[config.mk]
export PLATFORM = sky130hd
export DESIGN_NAME = and8_gate
export DESIGN_NICKNAME = d
export VERILOG_FILES = /design/src/rtl/and8_gate.sv
export SDC_FILE = /design/constraint.sdc
export NUM_CORES = 1
export LEC_CHECK = 0
export ABC_AREA = 1
export BUFFER_PORTS_ARGS = -buffer_cell sky130_fd_sc_hd__buf_4
export CAP_MARGIN = 20
export CORE_AREA = 2 2 39 41
export CTS_CLUSTER_DIAMETER = 40
export DETAILED_ROUTE_END_ITERATION = 7
export DIE_AREA = 0 0 41 43
export GPL_TIMING_DRIVEN = 1
export MAX_ROUTING_LAYER = met4
export PLACE_DENSITY = 0.48
export SYNTH_ARGS = -nofsm -noshare
export SYNTH_HDL_FRONTEND = slang
export SYNTH_SLANG_ARGS = --single-unit
[constraint.sdc]
create_clock -name clk -period 0.8 [get_ports clk]
set_input_delay 0.08 -clock clk [delete_from_list [all_inputs] [get_ports clk]]
set_output_delay 0.08 -clock clk [all_outputs]
set_load 0.01 [all_outputs]
[src/rtl/and8_gate.sv]
// and8_gate: registered bitwise AND of two operand vectors.
//
// Samples in1 and in2 on every rising clk edge and presents in1 & in2 on
// out one cycle later. No enable and no handshake: a new result is
// captured every cycle. Reset is synchronous and active-high and clears
// the result register to all zeros.
//
// Ports:
//   clk  - system clock, all state updates on the rising edge
//   rst  - synchronous active-high reset
//   in1  - first operand vector (WIDTH bits)
//   in2  - second operand vector (WIDTH bits)
//   out  - registered result, out[i] = in1[i] & in2[i]
module and8_gate #(
    parameter int unsigned WIDTH = 8
) (
    input  logic             clk,
    input  logic             rst,
    input  logic [WIDTH-1:0] in1,
    input  logic [WIDTH-1:0] in2,
    output logic [WIDTH-1:0] out
);

    logic [WIDTH-1:0] out_d;
    logic [WIDTH-1:0] out_q;

    // Per-bit AND; bits are independent so X/Z stays confined to its own lane.
    always_comb begin
        out_d = in1 & in2;
    end

    // Result register; reset wins over the incoming operands at that edge.
    always_ff @(posedge clk) begin
        if (rst) begin
            out_q <= '0;
        end else begin
            out_q <= out_d;
        end
    end

    // Output is driven only from the register, never from the operands.
    assign out = out_q;

endmodule

Yosys cells after proc, flatten, opt, wreduce, memory -nomap -nowiden
Index checks and enable logic that the tools add are counted.
- bitwise logic cells: 1
- operator list (operator ; number):
    AND 8 bit ; 1
- flip-flop bits (word level): 8
- output and inout bits: 8
- logic and storage cells: 2

Depth between registers and ports, before layout
- word-level depth: 1
- mapped depth: 2
- gate-level depth less buffers: 2

Least setup slack after synthesis
Ideal clock, no wire load.
- path type: reg-to-output
- start point: reg out_q[0] (netlist: out[0])
- end point: out out[0]
- arrival: 0.331 ns
- slack: 0.389 ns
- cell stages (with the launch flop): 1
- buffers on the path: 0
- cells stage by stage: dfxtp_1
- RTL lines (item ; line ; text):
    from (decl) ; 25 ; logic [WIDTH-1:0] out_q;
    from (signal assigned) ; 37 ; out_q <= out_d;
    to (decl) ; 21 ; output logic [WIDTH-1:0] out
No word-level cell between the ends.

Final worst setup path
- start point: reg out_q[2] (netlist: out[2])
- end point: out out[2]
No word-level cell between the ends.

==> impl_metrics.json <==
{
  "nNetsFinal": 72,
  "netlist_area_um2": 231,
  "synth_xor_xnor_area_share_pct": 0,
  "cp_slowest_cell": "dfxtp_1",
  "synth_compound_area_share_pct": 0,
  "crit_type": "register to output pin",
  "design_area_um2": 450,
  "yosysWarnings": 0,
  "hp-start": "in2[6]",
  "avgSynthCellArea_um2": 9.26,
  "first_global_vias": 234,
  "vias": 247,
  "cts_tree": "done",
  "pwr_density_cell_nw_per_um2": 1860,
  "cts_buffers": 3,
  "status": "complete, no violations",
  "fp.dieW_um": 41,
  "clockRootBuffer": "clkbuf_4",
  "cts_hold_buf": 0,
  "syn_inst": 25,
  "yosysTopAreaCell": "dfxtp_1",
  "post_cts_buffers": 0,
  "timing.final.crit_share_pct": 94.4,
  "synth-seq-cells": 8,
  "drive_gt1_share_pct": 53.8,
  "synth_common_cells": "dfxtp_1 (8), nand2_1 (8), nor2_1 (8), buf_6 (1)",
  "synthAdderAreaFrac_pct": 0,
  "crit_path_start_kind": "register",
  "cp_top_family": "flip-flops",
  "cp-end-kind": "output pin",
  "cellLeakagePower_nw": 0.238,
  "dieHeight_um": 43,
  "crit_chain": "buf_4",
  "drt_first_pass_iters": 3,
  "synth_async_sr_flop_share_pct": 0,
  "critPathRequiredTime_ps": 720,
  "syn2layout_area_growth_pct": 94.6,
  "fin_setup_tns_ps": 0,
  "setup-violations-final": 0,
  "overflow": 0,
  "viasPerCell": 3.63,
  "tightest_slew_ps": 91.7,
  "synth.mux.area_fraction_pct": 0,
  "ys_types": 4,
  "synth_nets": 43,
  "diodes": 0,
  "rows": 14,
  "yosys.area.top_type_share_pct": 69.2,
  "power_switching_share_pct": 20.6,
  "synth_top_family_by_area": "simple AND/OR/NAND/NOR gates",
  "top_level_ports": 26,
  "ff_latch_area_um2": 160,
  "p_seq_share_pct": 50.0,
  "port_buffers": 25,
  "period_needed_ps": 755,
  "arrival_ps": 680,
  "start_util_pct": 16.7,
  "critPathBufInv": 1,
  "final_util_pct": 32.5,
  "min_path_type": "input port to register",
  "hold_depth": 3,
  "multiInputGateArea_um2": 60.1,
  "ys.flop_type": "dfxtp_1",
  "post_cts_resized": 0,
  "cts.sinks": 8,
  "place_congestion": 0.486,
  "power_mw": 0.836,
  "maxSlewViolCount": 0,
  "internal_power_mw": 0.664,
  "antenna_left": 0,
  "ys_top_cells_by_area": "dfxtp_1 (69%), nand2_1 (13%), nor2_1 (13%)",
  "dieArea_um2": 1760,
  "seq_area_frac_synth_pct": 69.2,
  "max_slew_margin_pct": 93.9,
  "totalWireLength_um": 511,
  "place_area_um2": 428,
  "whs_endpoint": "out[6]",
  "hold_viol": 0,
  "clock_path_buffers": 2,
  "synthSimpleGateAreaFrac_pct": 25.9,
  "antenna_found_initial": 0,
  "grt.total_usage_pct": 7.30,
  "path_clk_slew_ps": 60,
  "synth-edff-count": 0,
  "p_switching_mw": 0.172,
  "wl_per_cell_um": 7.51,
  "coreArea_um2": 1380,
  "critPathMaxFanout": 1,
  "nFillCells": 159,
  "grt_max_degree": 9,
  "p_clk_share_pct": 36.4,
  "rsz0062_at_grt": "false",
  "htree_levels": 1,
  "drv_cap": 0,
  "slowest_delay_ps": 290,
  "grt_pass1_wl_um": 765,
  "ir_drop_mv": 0.585,
  "drc": 0,
  "p_comb_share_pct": 13.6,
  "largest_reg_flops": 8,
  "fmax_ghz": 1.32,
  "dr.first_iter.drc_count": 1
}
[worst max path at each step]
stage,cells past startpoint,start,end,slack [ps]
floorplan,0,out[0],out[0],390
global placement,1,out[4],out[4],310
detailed placement,1,out[6],out[6],310
CTS,1,out[6],out[6],30
global route,1,out[7],out[7],8
finish,1,out[2],out[2],40
[logic make-up (layout without fill, tap and decap cells)]
logic type | Yosys count | in the layout
buf+inv | 1 | 28
flops | 8 | 8
simple gates | 16 | 16
[cell type report]
type	instances	share of cell area, %
clock buffer	3	5.00
multi-input combinational	16	13.3
sequential	8	35.6
tap	16	4.44
timing repair buffer	25	41.7
[metal layers]
layer | share of wire (%) | GRT usage (%)
met4 | 0 | 8.00
met1 | 37 | 5.79
met3 | 13 | 3.14
met5 | 0 | -
met2 | 50 | 10.9
[power by group through the flow]
stage / Combinational (mW) / Clock [mW] / Sequential, mW
final: 0.113 / 0.304 / 0.418
after global routing: 0.125 / 0.356 / 0.419
after CTS: 0.116 / 0.326 / 0.418
after detailed placement: 0.116 / 0 / 0.427
after global placement: 0.114 / 0 / 0.427
after floorplan: 0.0229 / 0 / 0.436
[tightest hold or removal path, cell delays in order]
cell and delay (ps):
buf_4 70, nand2_1 40, nor2_1 70
[cells in the final DEF, fill, tap and decap left out]
cell,Yosys,layout
clkbuf_4,0,3
dfxtp_1,8,8
nand2_1,8,8
buf_4,0,25
nor2_1,8,8
[metrics by stage]
stage	setup WS [ps]	hold slack [ps]	cells
6_report	44.7	41.9	68
5_1_grt	7.85	50.9	68
4_1_cts	29.2	34.0	68
3_5_place_dp	310	301	65
3_3_place_gp	311	295	65
2_1_floorplan	389	194	25
(Power assumes the default switching activity.)
